`config.mk`:
```
export PLATFORM = sky130hd
export DESIGN_NAME = fetch_stage
export DESIGN_NICKNAME = d
export VERILOG_FILES = /design/src/rtl/cpu_types_pkg.sv /design/src/rtl/npc_gen.sv /design/src/rtl/fetch_stage.sv
export SDC_FILE = /design/constraint.sdc
export NUM_CORES = 1
export LEC_CHECK = 0
export CAP_MARGIN = 20
export CORE_MARGIN = 3
export CORE_UTILIZATION = 50
export DETAILED_ROUTE_END_ITERATION = 6
export PLACE_DENSITY = 0.86
export SLEW_MARGIN = 30
export SYNTH_ARGS = -nofsm -noshare
export SYNTH_HDL_FRONTEND = slang
export SYNTH_SLANG_ARGS = --single-unit
```
`constraint.sdc`:
```
create_clock -name CLK -period 9.5 [get_ports CLK]
set_input_delay 1.425 -clock CLK [delete_from_list [all_inputs] [get_ports CLK]]
set_output_delay 1.425 -clock CLK [all_outputs]
set_load 0.02 [all_outputs]
```
`src/rtl/cpu_types_pkg.sv`:
```
// +--------------------------------------------------------------------------+
// | Module : cpu_types_pkg                                                    |
// | Brief  : Shared types and constants for the fetch stage and its helpers.  |
// | Rev    : 1.0                                                              |
// +--------------------------------------------------------------------------+
`default_nettype none

package cpu_types_pkg;

  typedef logic [31:0] word_t;

  typedef enum logic [1:0] {
    FETCH  = 2'd0,
    HOLD   = 2'd1,
    HALTED = 2'd2
  } fetch_state_t;

  typedef logic [1:0] jump_sel_t;

  localparam jump_sel_t JMP_NONE = 2'd0;
  localparam jump_sel_t JMP_REG  = 2'd1;
  localparam jump_sel_t JMP_DIR  = 2'd2;

endpackage

`default_nettype wire

```
`src/rtl/npc_gen.sv`:
```
// +--------------------------------------------------------------------------+
// | Module : npc_gen                                                          |
// | Brief  : Combinational next-PC selection (JR, J/JAL, branch, sequential). |
// | Rev    : 1.0                                                              |
// +--------------------------------------------------------------------------+
`default_nettype none

module npc_gen
  import cpu_types_pkg::*;
#(
  parameter int WORD_W = 32
) (
  input  logic [WORD_W-1:0] pc,
  input  logic [WORD_W-1:0] instr,
  input  logic              PCSrc,
  input  logic [1:0]        Jump,
  input  logic [WORD_W-1:0] rs_data,
  output logic [WORD_W-1:0] npc,
  output logic [WORD_W-1:0] next_pc
);

  logic [WORD_W-1:0] w_br_off;
  logic [WORD_W-1:0] w_jmp_dir;
  logic [WORD_W-1:0] w_jmp_reg;
  logic              w_unused_bits;

  assign npc       = pc + WORD_W'(4);
  assign w_br_off  = {{(WORD_W-18){instr[15]}}, instr[15:0], 2'b00};
  assign w_jmp_dir = {npc[WORD_W-1:28], instr[25:0], 2'b00};
  assign w_jmp_reg = {rs_data[WORD_W-1:2], 2'b00};

  // Opcode bits and the low register-target bits never affect the target.
  assign w_unused_bits = ^{instr[WORD_W-1:26], rs_data[1:0]};

  always_comb begin
    next_pc = npc;
    if (Jump == JMP_REG) begin
      next_pc = w_jmp_reg;
    end else if (Jump == JMP_DIR) begin
      next_pc = w_jmp_dir;
    end else if (!PCSrc) begin
      next_pc = npc + w_br_off;
    end
  end

endmodule

`default_nettype wire

```
`src/rtl/fetch_stage.sv`:
```
// +--------------------------------------------------------------------------+
// | Module : fetch_stage                                                      |
// | Brief  : Owns the PC, fetches one instruction at a time, holds it for     |
// |          decode and redirects on jump/branch; stops permanently on halt.  |
// | Rev    : 1.0                                                              |
// +--------------------------------------------------------------------------+
`default_nettype none

module fetch_stage
  import cpu_types_pkg::*;
#(
  parameter logic [31:0] PC_INIT = 32'h0000_0000,
  parameter int          WORD_W  = 32
) (
  input  logic              CLK,
  input  logic              nRST,
  input  logic              ihit,
  input  logic [WORD_W-1:0] iload,
  output logic              iREN,
  output logic [WORD_W-1:0] iaddr,
  output logic [WORD_W-1:0] instr,
  output logic              instr_valid,
  output logic [WORD_W-1:0] pc,
  output logic [WORD_W-1:0] npc,
  input  logic              advance,
  input  logic              PCSrc,
  input  logic [1:0]        Jump,
  input  logic [WORD_W-1:0] rs_data,
  input  logic              halt
);

  fetch_state_t      r_state;
  logic [WORD_W-1:0] r_pc;
  logic [WORD_W-1:0] r_instr;
  logic [WORD_W-1:0] w_next_pc;

  npc_gen #(
    .WORD_W (WORD_W)
  ) u_npc_gen (
    .pc      (r_pc),
    .instr   (r_instr),
    .PCSrc   (PCSrc),
    .Jump    (Jump),
    .rs_data (rs_data),
    .npc     (npc),
    .next_pc (w_next_pc)
  );

  always_ff @(posedge CLK) begin
    if (!nRST) begin
      r_pc    <= WORD_W'(PC_INIT);
      r_instr <= '0;
      r_state <= FETCH;
    end else begin
      case (r_state)
        FETCH: begin
          if (ihit) begin
            r_instr <= iload;
            r_state <= HOLD;
          end
        end
        HOLD: begin
          // Halt wins over any redirect and freezes the PC on the halting instruction.
          if (advance) begin
            if (halt) begin
              r_state <= HALTED;
            end else begin
              r_pc    <= w_next_pc;
              r_state <= FETCH;
            end
          end
        end
        HALTED: begin
          r_state <= HALTED;
        end
        default: begin
          r_state <= FETCH;
        end
      endcase
    end
  end

  // Gated by nRST so nothing is requested or presented while reset is held.
  assign iREN        = nRST && (r_state == FETCH);
  assign instr_valid = nRST && (r_state == HOLD);
  assign iaddr       = {r_pc[WORD_W-1:2], 2'b00};
  assign pc          = r_pc;
  assign instr       = r_instr;

endmodule

`default_nettype wire

```
==> flow_summary.toml, run 1 <==
[drt]
vias = 6364
drtIter0Drc = 407
via_per_inst = 6.027
wl_mm = 19.49
wire_per_inst_um = 18.46
drt_pass1_iterations = 5
route.detailed.drc = 0
ant_nets = 0

[grt]
grt_start_max_net_pins = 47
grtUsageTotal_pct = 29.05
use_met1_pct = 38.23
grt_pass1_wl_mm = 30.54
grtUsageMet3_pct = 5.889
overflow = 0
grt.busiest_layer = "met2"
first_global_vias = 6112
antenna_found_initial = 0
use_met2_pct = 47.90

[floorplanning]
dieWidth_um = 113.6
coreArea_mm2 = 0.01108
start_util_pct = 52.27
die_area_mm2 = 0.01291
ios = 202
die_h_um = 113.6
rows = 38

[pwr]
leakage_nw = 3.041
finalPower_mw = 0.8646
pwr_density_cell_mw_per_mm2 = 112.4
ir_worst_vdd_mv = 0.08584

[clock_network]
cts_tree = "built"
cts_made_buffers = 9
cts_sinks = 64
clk_pin_slew_ps = 50
cts_buffer_depth = 2
ctsHoldBuffers = 0
root_buffer = "clkbuf_16"
cts-resized-gates = 0
clkLatencyLatePin_ps = 330
h-tree-depth = 3
post_cts_buffers = 0

[synthesis]
yosys.cell_types.count = 76
yosysTopAreaCell = "dfxtp_1"
yosys-top-cells-count = "123 x nand2_1, 77 x a21oi_1, 66 x nor2_1"
avgSynthCellArea_um2 = 7.452
synthDominantCellAreaShare_pct = 22.13
ys_top_cells_by_area = "dfxtp_1 22%, nand2_1 8.0%, ha_1 7.8%"
synthCells = 777
synth.most_common_cell = "nand2_1"
ys_seq_elements = 64
syn-cell-area_mm2 = 0.005791
synth_ff_type = "dfxtp_1"
async_flop_share_pct = 0
ys_warn_count = 0
ys_seq_area_share_pct = 22.13
synth_edf_count = 0

[layout]
multi_input_area_mm2 = 0.003891
fin_nets = 1021
layout-drive-gt1-share_pct = 5.131
area_growth_pct = 32.84
final_cells = 1056
utilization_pct = 69.44
stdcell_area_mm2 = 0.007692
seq_area_mm2 = 0.001282
nFillCells = 933
antennaDiodeCount = 0

[timing]
fmax_mhz = 220.0
finalCriticalPeriod_ps = 4546
tns_ps = 0
rsz0062_at_grt = "no"
fin_crit_sh_pct = 47.85
worst_pin_slew_ps = 886.8
max_slew_margin_pct = 40.88
fin_skew_ps = 4.525
fin_ws_ps = 4954
finalHoldViolCount = 0
finalMaxSlewViolations = 0
finalSetupViolCount = 0
hold_ws_ps = 459.4

[run]
cap_violations = 0

[status]
outcome = "completed"

[placement]
place_area_mm2 = 0.007403
dp.cells = 1041
dp_hpwl_mm = 13.98
post-place-ws_ps = 4998
place.gp.congestion = 0.9476
io_buffers = 193

[setup_path]
worstPathMaxFanout = 6
cp-start-kind = "register"
cp.required_ps = 8080
path_class = "register to primary output"
endpoint_kind = "primary output"
crit_arrival_ps = 3120

[min_path]
holdCritPathClass = "register to register"
==> worst max-delay path, stage by stage, from the launching register on <==
cell	delay [ps]
dfxtp_1	460
ha_1	220
and3_2	230
and2_1	350
nand4_4	210
nor2_4	190
nand3_1	100
xnor2_1	340
clkdlybuf4s50_1	680
==> routing by layer <==
layer | vias up | share of wire, %
li1 | 3045 | -
met1 | 2985 | 42
met2 | 296 | 47
met3 | 38 | 9.2
met4 | 0 | 2.2
met5 | - | 0
==> cell usage in the layout, fill, tap and decap left out, types with 4 or more instances in the layout <==
cell type and instances:
or3_1 5, and3_1 7, nor3_1 11, dfxtp_1 63, a211o_1 4, nand2b_1 6
mux2i_1 10, a21oi_1 77, a31oi_1 14, clkbuf_16 9, o21ai_0 30, inv_1 18
and2_1 5, nand3_1 24, buf_4 7, o22ai_1 4, o211ai_1 17, xnor2_1 26
xor2_1 21, a311oi_1 6, conb_1 6, nand4_1 16, nand2_1 122, ha_1 36
nor2_1 66, a211oi_1 18, a21o_1 14, clkdlybuf4s50_1 193, o21bai_1 4
==> final timing paths <==
| check | startpoint | cells after the start | slack [ps] | end |
|---|---|---|---|---|
| max | pc[2]$_SDFFE_PN0P_ | 8 | 4950 | npc[30] |
| min | instr[29]$_SDFFE_PN0P_ | 2 | 460 | instr[29]$_SDFFE_PN0P_ |
| max reg2reg | pc[2]$_SDFFE_PN0P_ | 15 | 5210 | pc[31]$_SDFFE_PN0P_ |
| min reg2reg | instr[29]$_SDFFE_PN0P_ | 2 | 460 | instr[29]$_SDFFE_PN0P_ |
==> kinds of logic after synthesis <==
group,after synthesis,synth area share [%]
XOR/XNOR,47,7.109
AND/OR/NAND/NOR,285,22.73
flip-flops,64,22.13
adder cells (fa/ha/maj),37,8.124
buffers and inverters,100,11.17
other,1,0.06476
AO/OA/AOI/OAI,231,26.56
multiplexers,12,2.118
==> power breakdown <==
group	switching (mW)	internal, mW	leakage [nW]
Combinational	0.129	0.105	2.37
Clock	0.122	0.207	0.145
Sequential	0.0198	0.282	0.523
==> registers in the layout, indices dropped and copies added, names as in the netlist <==
register  cells
instr        32
pc           30
r_state       2
==> final cells by class <==
class                   count  share of cell area [%]
clock buffers              11                   3.155
clock inverters             4                  0.5856
inverters                  19                  0.9271
multi-input cells         618                   50.59
flip-flops and latches     64                   16.67
well taps                 140                   2.277
repair buffers            200                   25.80
No activity file was read; power rests on OpenSTA's default activity.
==> run 2: changes to the inputs <==
Settings changed: CORE_UTILIZATION 50 to 47, PLACE_DENSITY 0.86 to 0.82.
Clock period 9.5 ns to 4.23 ns, I/O delays scaled along.
==> flow_summary.toml, run 2 (synthesis gave the netlist of run 1 again) <==
[clock_network]
cts_tree = "built"
cts_buffer_depth = 2
ctsHoldBuffers = 0
root_buffer = "clkbuf_16"
cts_sinks = 64
post_cts_buffers = 0
clk_pin_slew_ps = 60
cts_made_buffers = 9
clkLatencyLatePin_ps = 340
h-tree-depth = 3

[pwr]
leakage_nw = 3.140
seqPwrFrac_pct = 34.1
pwr-share-clk_pct = 38.5
finalPower_mw = 1.979
comb_power_share_pct = 27.5
p_sw_mw = 0.6288
swShare_pct = 31.77
pwr_density_cell_mw_per_mm2 = 252.0
ir_worst_vdd_mv = 0.2256
p_int_mw = 1.350

[placement]
place.gp.congestion = 0.9795
place_area_mm2 = 0.007548
dp.cells = 1063
dp_hpwl_mm = 14.99
io_buffers = 193

[layout]
stdcell_area_mm2 = 0.007854
final_common_cell = "clkdlybuf4s50_1"
final_cells = 1079
fin_nets = 1040
most-common-layout-cells = "193 x clkdlybuf4s50_1, 122 x nand2_1, 77 x a21oi_1, 66 x nor2_1, 64 x dfxtp_1"
largest_register_ffs = 32
layout-drive-gt1-share_pct = 7.158
antennaDiodeCount = 0
area_growth_pct = 35.63

[timing]
fin_skew_ps = 6.818
finalMaxSlewViolations = 0
max_slew_margin_pct = 38.49
hold_ws_ps = 451.4
fin_crit_sh_pct = 92.12
worst_pin_slew_ps = 919.3
finalSetupViolCount = 0
tns_ps = 0
finalHoldViolCount = 0
fmax_mhz = 256.6
finalCriticalPeriod_ps = 3897
rsz0062_at_grt = "no"

[setup_path]
r2r_cells = 16
reg2reg_to = "pc[31]$_SDFFE_PN0P_"
crit_arrival_ps = 4150
worstPathMaxFanout = 7
critPathMaxStageDelay_ps = 400
cp_slowest_cell = "dfxtp_1"
endpoint_kind = "register"
crit_chain = "ha_1, and3_2, and2_2, nand3_1, nor2_1, xor2_1, ha_1, a21oi_1, o21ai_1, o211ai_1, nand4_1, nand4_1, a31oi_1, or3_1, and4_1, o31ai_1"
reg2reg_setup_slack_ps = 330
cp-start-kind = "register"
path_class = "register to register"
setup.worst_path.start = "pc[3]$_SDFFE_PN0P_"
cp.required_ps = 4480
endpoint = "pc[31]$_SDFFE_PN0P_"
worst_r2r_startpoint = "pc[3]$_SDFFE_PN0P_"

[grt]
grt_pass1_wl_mm = 32.09
antenna_found_initial = 0
grtUsageTotal_pct = 29.73
first_global_vias = 6373
grt_start_max_net_pins = 47
overflow = 0

[floorplanning]
ios = 202
rows = 39
start_util_pct = 49.44
die_h_um = 117.0
dieWidth_um = 117.0
coreArea_mm2 = 0.01171
die_area_mm2 = 0.01369

[drt]
wire_per_inst_um = 18.79
vias = 6431
drt_pass1_iterations = 5
wl_mm = 20.28
route.detailed.drc = 0
drtIter0Drc = 473
via_per_inst = 5.960
ant_nets = 0

[run]
cap_violations = 0

[min_path]
holdCritPathClass = "register to register"

[status]
outcome = "completed"
## run 2: worst min path at each step
stage                            start                       to  slack (ps)  depth (start not counted)
2_1_floorplan  r_state[0]$_SDFFE_PN0P_  r_state[1]$_SDFFE_PN0P_         470                          2
3_3_place_gp    instr[28]$_SDFFE_PN0P_   instr[28]$_SDFFE_PN0P_         440                          2
3_5_place_dp    instr[28]$_SDFFE_PN0P_   instr[28]$_SDFFE_PN0P_         450                          2
4_1_cts         instr[28]$_SDFFE_PN0P_   instr[28]$_SDFFE_PN0P_         450                          2
5_1_grt         instr[28]$_SDFFE_PN0P_   instr[28]$_SDFFE_PN0P_         470                          2
6_report        instr[28]$_SDFFE_PN0P_   instr[28]$_SDFFE_PN0P_         450                          2
## run 2: final cells by class
class / instances / area, µm²
Tap cell: 143 / 178.9
Fill cell: 1012 / 3857
Timing Repair Buffer: 219 / 2127
Inverter: 19 / 71.32
Clock buffer: 11 / 242.7
Sequential cell: 64 / 1281
Multi-Input combinational cell: 618 / 3896
Clock inverter: 5 / 56.30
## run 2: repair_timing
action                     4_1_cts  5_1_grt
setup endpoints to repair        0        4
hold endpoints to repair         0        0
resized for setup                0        3
## run 2: worst max-delay path, delay by kind of cell (launching register included)
family | cells | cell delay [ps]
compound gates | 5 | 920
xor+xnor | 1 | 200
fa+ha+maj | 2 | 540
flops | 1 | 400
simple gates | 8 | 1730
## run 2: layer usage
layer  vias up  global-route usage [%]  wire length [µm]
met3        41                   8.072              1799
li1       3089                       -                 -
met4         0                   9.862               490
met5         -                       0                 0
met1      3018                   37.88              8358
met2       283                   48.77              9628
## run 2: power by group through the flow
stage | registers, mW | logic, mW | clock network, mW
detailed placement | 0.686 | 0.535 | 0
global route | 0.679 | 0.587 | 0.797
CTS | 0.673 | 0.539 | 0.770
floorplan | 0.711 | 0.291 | 0
global placement | 0.685 | 0.529 | 0
finish | 0.674 | 0.544 | 0.761
## run 2: stage by stage
step | util [%] | setup WS [ps]
4_1_cts | 67.01 | 185.2
2_1_floorplan | - | 174.4
3_3_place_gp | 64.43 | 311.3
5_1_grt | 67.06 | 32.37
3_5_place_dp | 64.46 | 254.3
6_report | 67.06 | 333.2
